==> config.mk <==
export PLATFORM = sky130hd
export DESIGN_NAME = l1_cache_control
export DESIGN_NICKNAME = d
export VERILOG_FILES = /design/src/rtl/l1_cache_control.sv
export SDC_FILE = /design/constraint.sdc
export NUM_CORES = 1
export LEC_CHECK = 0
export ABC_AREA = 1
export BUFFER_PORTS_ARGS = -buffer_cell sky130_fd_sc_hd__buf_2
export CAP_MARGIN = 20
export CORE_ASPECT_RATIO = 1.75
export CORE_MARGIN = 2
export CORE_UTILIZATION = 45
export CTS_CLUSTER_SIZE = 20
export DETAILED_ROUTE_END_ITERATION = 12
export GPL_TIMING_DRIVEN = 0
export PLACE_DENSITY = 0.76
export SETUP_SLACK_MARGIN = 0.5
export SLEW_MARGIN = 10
export SYNTH_ARGS = -nofsm -noshare
export SYNTH_HDL_FRONTEND = slang
export SYNTH_SLANG_ARGS = --single-unit
==> constraint.sdc <==
create_clock -name clk -period 1.25 [get_ports clk]
set_input_delay 0.125 -clock clk [delete_from_list [all_inputs] [get_ports clk]]
set_output_delay 0.125 -clock clk [all_outputs]
set_load 0.02 [all_outputs]
==> src/rtl/l1_cache_control.sv <==
`default_nettype none
// ============================================================================
// Module   : l1_cache_control
// Purpose  : Control FSM for a 2-way set-associative write-back L1 cache.
//            Resolves hit/miss from the way V/tag outputs, keeps per-set LRU,
//            sequences victim writeback and line fill on the pmem handshake.
// Options  : L1_PERF_CNT_EN adds saturating hit_count / miss_count outputs.
// Revision : 1.0  initial release
// ============================================================================
module l1_cache_control #(
    parameter int TAG_BITS    = 9,
    parameter int INDEX_BITS  = 3,
    parameter int OFFSET_BITS = 4
) (
    input  logic                                     clk,
    input  logic                                     rst,
    input  logic                                     mem_read,
    input  logic                                     mem_write,
    input  logic [TAG_BITS+INDEX_BITS+OFFSET_BITS-1:0] mem_address,
    output logic                                     mem_resp,
    input  logic                                     v0,
    input  logic                                     v1,
    input  logic                                     d0,
    input  logic                                     d1,
    input  logic [TAG_BITS-1:0]                      tag0,
    input  logic [TAG_BITS-1:0]                      tag1,
    output logic [INDEX_BITS-1:0]                    way_ix,
    output logic                                     we0,
    output logic                                     we1,
    output logic                                     d_in,
    output logic                                     fill_sel,
    output logic                                     out_way,
    output logic                                     pmem_read,
    output logic                                     pmem_write,
    output logic [TAG_BITS+INDEX_BITS+OFFSET_BITS-1:0] pmem_address,
    input  logic                                     pmem_resp
`ifdef L1_PERF_CNT_EN
    ,
    output logic [15:0]                              hit_count,
    output logic [15:0]                              miss_count
`endif
);

    localparam int ADDR_BITS = TAG_BITS + INDEX_BITS + OFFSET_BITS;
    localparam int SETS      = 1 << INDEX_BITS;

    typedef enum logic [1:0] {
        S_IDLE  = 2'd0,
        S_CHECK = 2'd1,
        S_WB    = 2'd2,
        S_FILL  = 2'd3
    } state_t;

    state_t                 r_state;
    state_t                 w_next;
    logic [SETS-1:0]        r_lru;
    logic                   r_victim;
    logic                   r_pmem_read;
    logic                   r_pmem_write;
    logic [ADDR_BITS-1:0]   r_pmem_address;

    logic [TAG_BITS-1:0]    w_tag;
    logic [INDEX_BITS-1:0]  w_idx;
    logic                   w_hit0;
    logic                   w_hit1;
    logic                   w_hit;
    logic                   w_victim;
    logic                   w_victim_dirty;
    logic [TAG_BITS-1:0]    w_victim_tag;
    logic [ADDR_BITS-1:0]   w_fill_address;
    logic                   w_lru_upd;
    logic                   w_unused_offset;

    assign w_tag          = mem_address[ADDR_BITS-1 -: TAG_BITS];
    assign w_idx          = mem_address[OFFSET_BITS +: INDEX_BITS];
    assign w_hit0         = v0 && (tag0 == w_tag);
    assign w_hit1         = v1 && (tag1 == w_tag);
    assign w_hit          = w_hit0 | w_hit1;
    // Empty way first, otherwise the least recently used one.
    assign w_victim       = !v0 ? 1'b0 : (!v1 ? 1'b1 : r_lru[w_idx]);
    assign w_victim_dirty = w_victim ? (v1 && d1) : (v0 && d0);
    assign w_victim_tag   = w_victim ? tag1 : tag0;
    assign w_fill_address = {mem_address[ADDR_BITS-1:OFFSET_BITS], {OFFSET_BITS{1'b0}}};
    assign w_unused_offset = &{1'b0, mem_address[OFFSET_BITS-1:0]};

    assign way_ix       = w_idx;
    assign pmem_read    = r_pmem_read;
    assign pmem_write   = r_pmem_write;
    assign pmem_address = r_pmem_address;

    // Next-state and per-state strobes; everything is silenced while rst is high.
    always_comb begin
        w_next    = r_state;
        mem_resp  = 1'b0;
        we0       = 1'b0;
        we1       = 1'b0;
        d_in      = 1'b0;
        fill_sel  = 1'b0;
        out_way   = 1'b0;
        w_lru_upd = 1'b0;
        case (r_state)
            S_IDLE: begin
                if (mem_read || mem_write) w_next = S_CHECK;
            end
            S_CHECK: begin
                if (w_hit) begin
                    mem_resp  = 1'b1;
                    out_way   = w_hit1;
                    w_lru_upd = 1'b1;
                    if (mem_write) begin
                        we0  = w_hit0;
                        we1  = w_hit1 && !w_hit0;
                        d_in = 1'b1;
                    end
                    w_next = S_IDLE;
                end else begin
                    w_next = w_victim_dirty ? S_WB : S_FILL;
                end
            end
            S_WB: begin
                out_way = r_victim;
                if (pmem_resp) w_next = S_FILL;
            end
            S_FILL: begin
                if (pmem_resp) begin
                    we0      = !r_victim;
                    we1      = r_victim;
                    fill_sel = 1'b1;
                    w_next   = S_CHECK;
                end
            end
            default: w_next = S_IDLE;
        endcase
        if (rst) begin
            mem_resp  = 1'b0;
            we0       = 1'b0;
            we1       = 1'b0;
            d_in      = 1'b0;
            fill_sel  = 1'b0;
            out_way   = 1'b0;
            w_lru_upd = 1'b0;
        end
    end

    // State, LRU, registered victim and registered pmem request.
    always_ff @(posedge clk) begin
        if (rst) begin
            r_state        <= S_IDLE;
            r_lru          <= '0;
            r_victim       <= 1'b0;
            r_pmem_read    <= 1'b0;
            r_pmem_write   <= 1'b0;
            r_pmem_address <= '0;
        end else begin
            r_state <= w_next;
            if (w_lru_upd) r_lru[w_idx] <= w_hit0;
            if (r_state == S_CHECK && !w_hit) begin
                r_victim <= w_victim;
                if (w_victim_dirty) begin
                    r_pmem_write   <= 1'b1;
                    r_pmem_address <= {w_victim_tag, w_idx, {OFFSET_BITS{1'b0}}};
                end else begin
                    r_pmem_read    <= 1'b1;
                    r_pmem_address <= w_fill_address;
                end
            end else if (r_state == S_WB && pmem_resp) begin
                r_pmem_write   <= 1'b0;
                r_pmem_read    <= 1'b1;
                r_pmem_address <= w_fill_address;
            end else if (r_state == S_FILL && pmem_resp) begin
                r_pmem_read    <= 1'b0;
            end
        end
    end

`ifdef L1_PERF_CNT_EN
    logic r_refill;

    // Saturating counters; the re-check that follows a fill is not a new hit.
    always_ff @(posedge clk) begin
        if (rst) begin
            hit_count  <= '0;
            miss_count <= '0;
            r_refill   <= 1'b0;
        end else begin
            if (r_state == S_FILL && pmem_resp) r_refill <= 1'b1;
            else if (r_state == S_CHECK)        r_refill <= 1'b0;
            if (r_state == S_CHECK && !r_refill) begin
                if (w_hit && hit_count != 16'hFFFF)   hit_count  <= hit_count + 16'd1;
                if (!w_hit && miss_count != 16'hFFFF) miss_count <= miss_count + 16'd1;
            end
        end
    end
`else
    // Performance counters not built.
`endif

endmodule
`default_nettype wire

==> key figures <==
Synthesis
  – Syn. warnings: 0
  – Biggest area consumer among synthesized cells: dfxtp_1
  – Yosys reg bits: 25
  – Cell count after synthesis: 328
  – Cell variety after synth: 28
  – Cell Area, Synth: 1960 µm²
  – Post-synth top area share: 25.5%
  – Ranking of synthesized cells by area: dfxtp_1 26%, nand2_1 17%, nor2_1 12%
  – Sequential share of the synthesized area: 25.5%
  – Synthesized area per cell: 5.98 µm²

CTS
  – H-tree levels: 1
  – Num CTS Buffers: 3
  – Clock latency on the worst-skew pair: 260 ps
  – Post-CTS Hold Fix Bufs: 0
  – CTS tree: done
  – Clock Path Buffers: 2
  – Clock sinks: 25
  – Clock root buffer: clkbuf_8
  – Clock-pin slew on the worst setup and hold paths: 90 ps

Route
  – Total iterations of the first detailed-routing run: 4
  – Vias: 2415
  – Final wirelength: 6710 µm
  – Post-route ant nets: 0
  – Vias per cell: 5.12
  – Per-cell routed wire length: 14.2 µm
  – Drt initial violations: 100
  – Residual DRC: 0

STA
  – Setup TNS: -6740 ps
  – Tmin final: 1640 ps
  – Final Max Slew Viols: 0
  – RSZ-0062 raised after global routing: true
  – Final setup fails: 31
  – Final worst slack: -387 ps
  – Hold Violations, Final: 0
  – Clk_skew: 2.56 ps
  – Hold_ws: 185 ps
  – Fmax: 611 MHz
  – Tcrit/Tclk final: 131%

Die
  – Die footprint: 4920 µm²
  – Core area: 4150 µm²
  – DIE WIDTH: 53.9 µm
  – DIE HEIGHT: 91.3 µm
  – Row cnt: 31
  – Initial Util: 47.2%
  – Top-level port count: 70

Place
  – Post-DP HPWL: 4190 µm
  – DP Cell Count: 441
  – Final Wtd Congestion: 0.838
  – Port Buf Inserts: 61
  – Post-Place Setup Slack: -413 ps

Finish
  – Net count, final: 471
  – Commonest non-fill, non-tap cell in the layout: nand2_1
  – Syn-to-layout area delta: 57.5%
  – Layout cell share with drive strength beyond 1: 47.8%
  – Fill cell total of the finished layout: 307
  – Post-Layout Cell Count: 472
  – Most frequent cells in the layout: 75 x nand2_1, 50 x nor2_1, 40 x buf_2, 30 x nand3_1, 28 x buf_4
  – Finished Core Util: 74.4%
  – Antenna diode count: 0

Global routing
  – Vias in the first global route: 2166
  – Met2 Track Usage GR: 49.0%
  – Initial antenna violation count: 0
  – Met1 GRT Util: 25.6%
  – GR peak layer: met2
  – First-pass GRT wire length: 9580 µm
  – Met3 usage: 2.14%
  – GRT Overall Usage: 25.7%
  – Largest net degree at the start of global routing: 14
  – Total congestion overflow: 0

Worst setup path
  – Crit-path cells: inv_2 -> nand2_1 -> nand3_2 -> nand2_2 -> nor2_4 -> nand3b_1 -> nand2_4 -> buf_6 -> nand3_2 -> nand2_1 -> nor2_2 -> nor2_1
  – Crit end category: flop
  – Slowest CP cell: dfxtp_2
  – Reg-to-reg slack, setup: -390 ps
  – Data arrival, critical path: 1830 ps
  – R2r endpoint: pmem_address[8]
  – R2R cell count: 12
  – Reg2reg start: r_lru[2]
  – Critical Path Max Stage Delay: 320 ps
  – Crit path from: r_lru[2]
  – Setup crit end: pmem_address[8]
  – Crit-path max FO: 7
  – CP Data Required Time: 1440 ps
  – Critical Path Start Type: flop
  – WS Path Type: flop to flop

Worst hold path
  – Worst Hold Class: primary input to flop
  – Hold Crit Start: mem_address[6]

Power and ir drop
  – Leak: 1.59 nW
  – Peak supply drop: 0.800 mV
  – Pwr dens: 1110 nW/µm²

Job
  – Max capacitance violation total: 0

Run status
  – Run status: finished, violations left
  – Failing checks: negative setup slack
final cells by class:
class	count	area (µm²)	share of cell area, %
flip-flops and latches	25	528	17.1
well taps	49	61.3	1.99
plain buffers	13	110	3.57
repair buffers	87	668	21.6
clock buffers	4	45.0	1.46
inverters	41	171	5.55
multi-input cells	253	1500	48.7
cells by family after synthesis:
group	Yosys count	synth area share, %
and+or+nand+nor	218	50.3
AOI/OAI and AO/OA	18	5.42
DFF	25	25.5
xor gates and xnor gates	8	3.57
buffers and inverters	54	12.4
other	1	0.191
adders and majority gates	4	2.55
worst max-delay path: cells and delay by family, from the launching register on:
kind | cells | cell delay [ps]
AND/OR/NAND/NOR | 10 | 1040
buffers and inverters | 2 | 180
flip-flops | 1 | 320
stage by stage:
stage / cell area [µm²] / power, W
floorplan: 2080 / 0.00188
global placement: 2450 / 0.00223
detailed placement: 2450 / 0.00225
CTS: 2960 / 0.00327
global route: 3090 / 0.00360
finish: 3090 / 0.00343
worst min-delay path by stage:
stage / to / slack (ps) / cells after the start
floorplan: r_lru[6] / 300 / 3
global route: pmem_address[6] / 200 / 3
finish: pmem_address[6] / 190 / 3
global placement: pmem_address[5] / 450 / 3
CTS: pmem_address[5] / 170 / 3
detailed placement: pmem_address[5] / 460 / 3
registers in the layout, summed over array words and instances, names as in the netlist:
signal / count
r_state: 2
r_lru: 8
pmem_write: 1
pmem_read: 1
r_victim: 1
pmem_address: 12
synth_stat cells:
library cell / n
nand3_2: 3
dfxtp_1: 25
buf_6: 1
nand2_4: 4
a32oi_1: 2
or2_0: 1
conb_1: 1
a31oi_1: 1
a21oi_1: 6
nor2_1: 63
clkinv_1: 1
nand3b_1: 1
nand2_1: 90
nor2_4: 1
clkbuf_1: 3
a211oi_1: 3
buf_4: 9
nand2_2: 11
nor3_1: 3
xnor2_1: 8
ha_1: 4
inv_1: 37
nor2_2: 4
inv_2: 3
nand2_8: 1
or2_1: 2
o21ai_0: 6
nand3_1: 34
layer usage:
metal  routed length (µm)  vias to the layer above
met2                 3770                       90
met3                  286                       25
met1                 2370                     1105
met5                    0                        -
li1                     -                     1195
met4                  289                        0
report_power, final:
group	internal [W]	total, W	switching (W)	leakage, nW
Combinational	0.000854	0.00188	0.00103	1.36
Clock	0.000228	0.000481	0.000253	0.0228
Sequential	0.000945	0.00107	0.000122	0.212
what timing repair did:
item	4_1_cts	5_1_grt
resized for setup	89	32
setup endpoints to repair	45	46
cloned	2	0
pin swaps	17	23
buffers inserted	19	6
No activity file was read; power rests on OpenSTA's default activity.
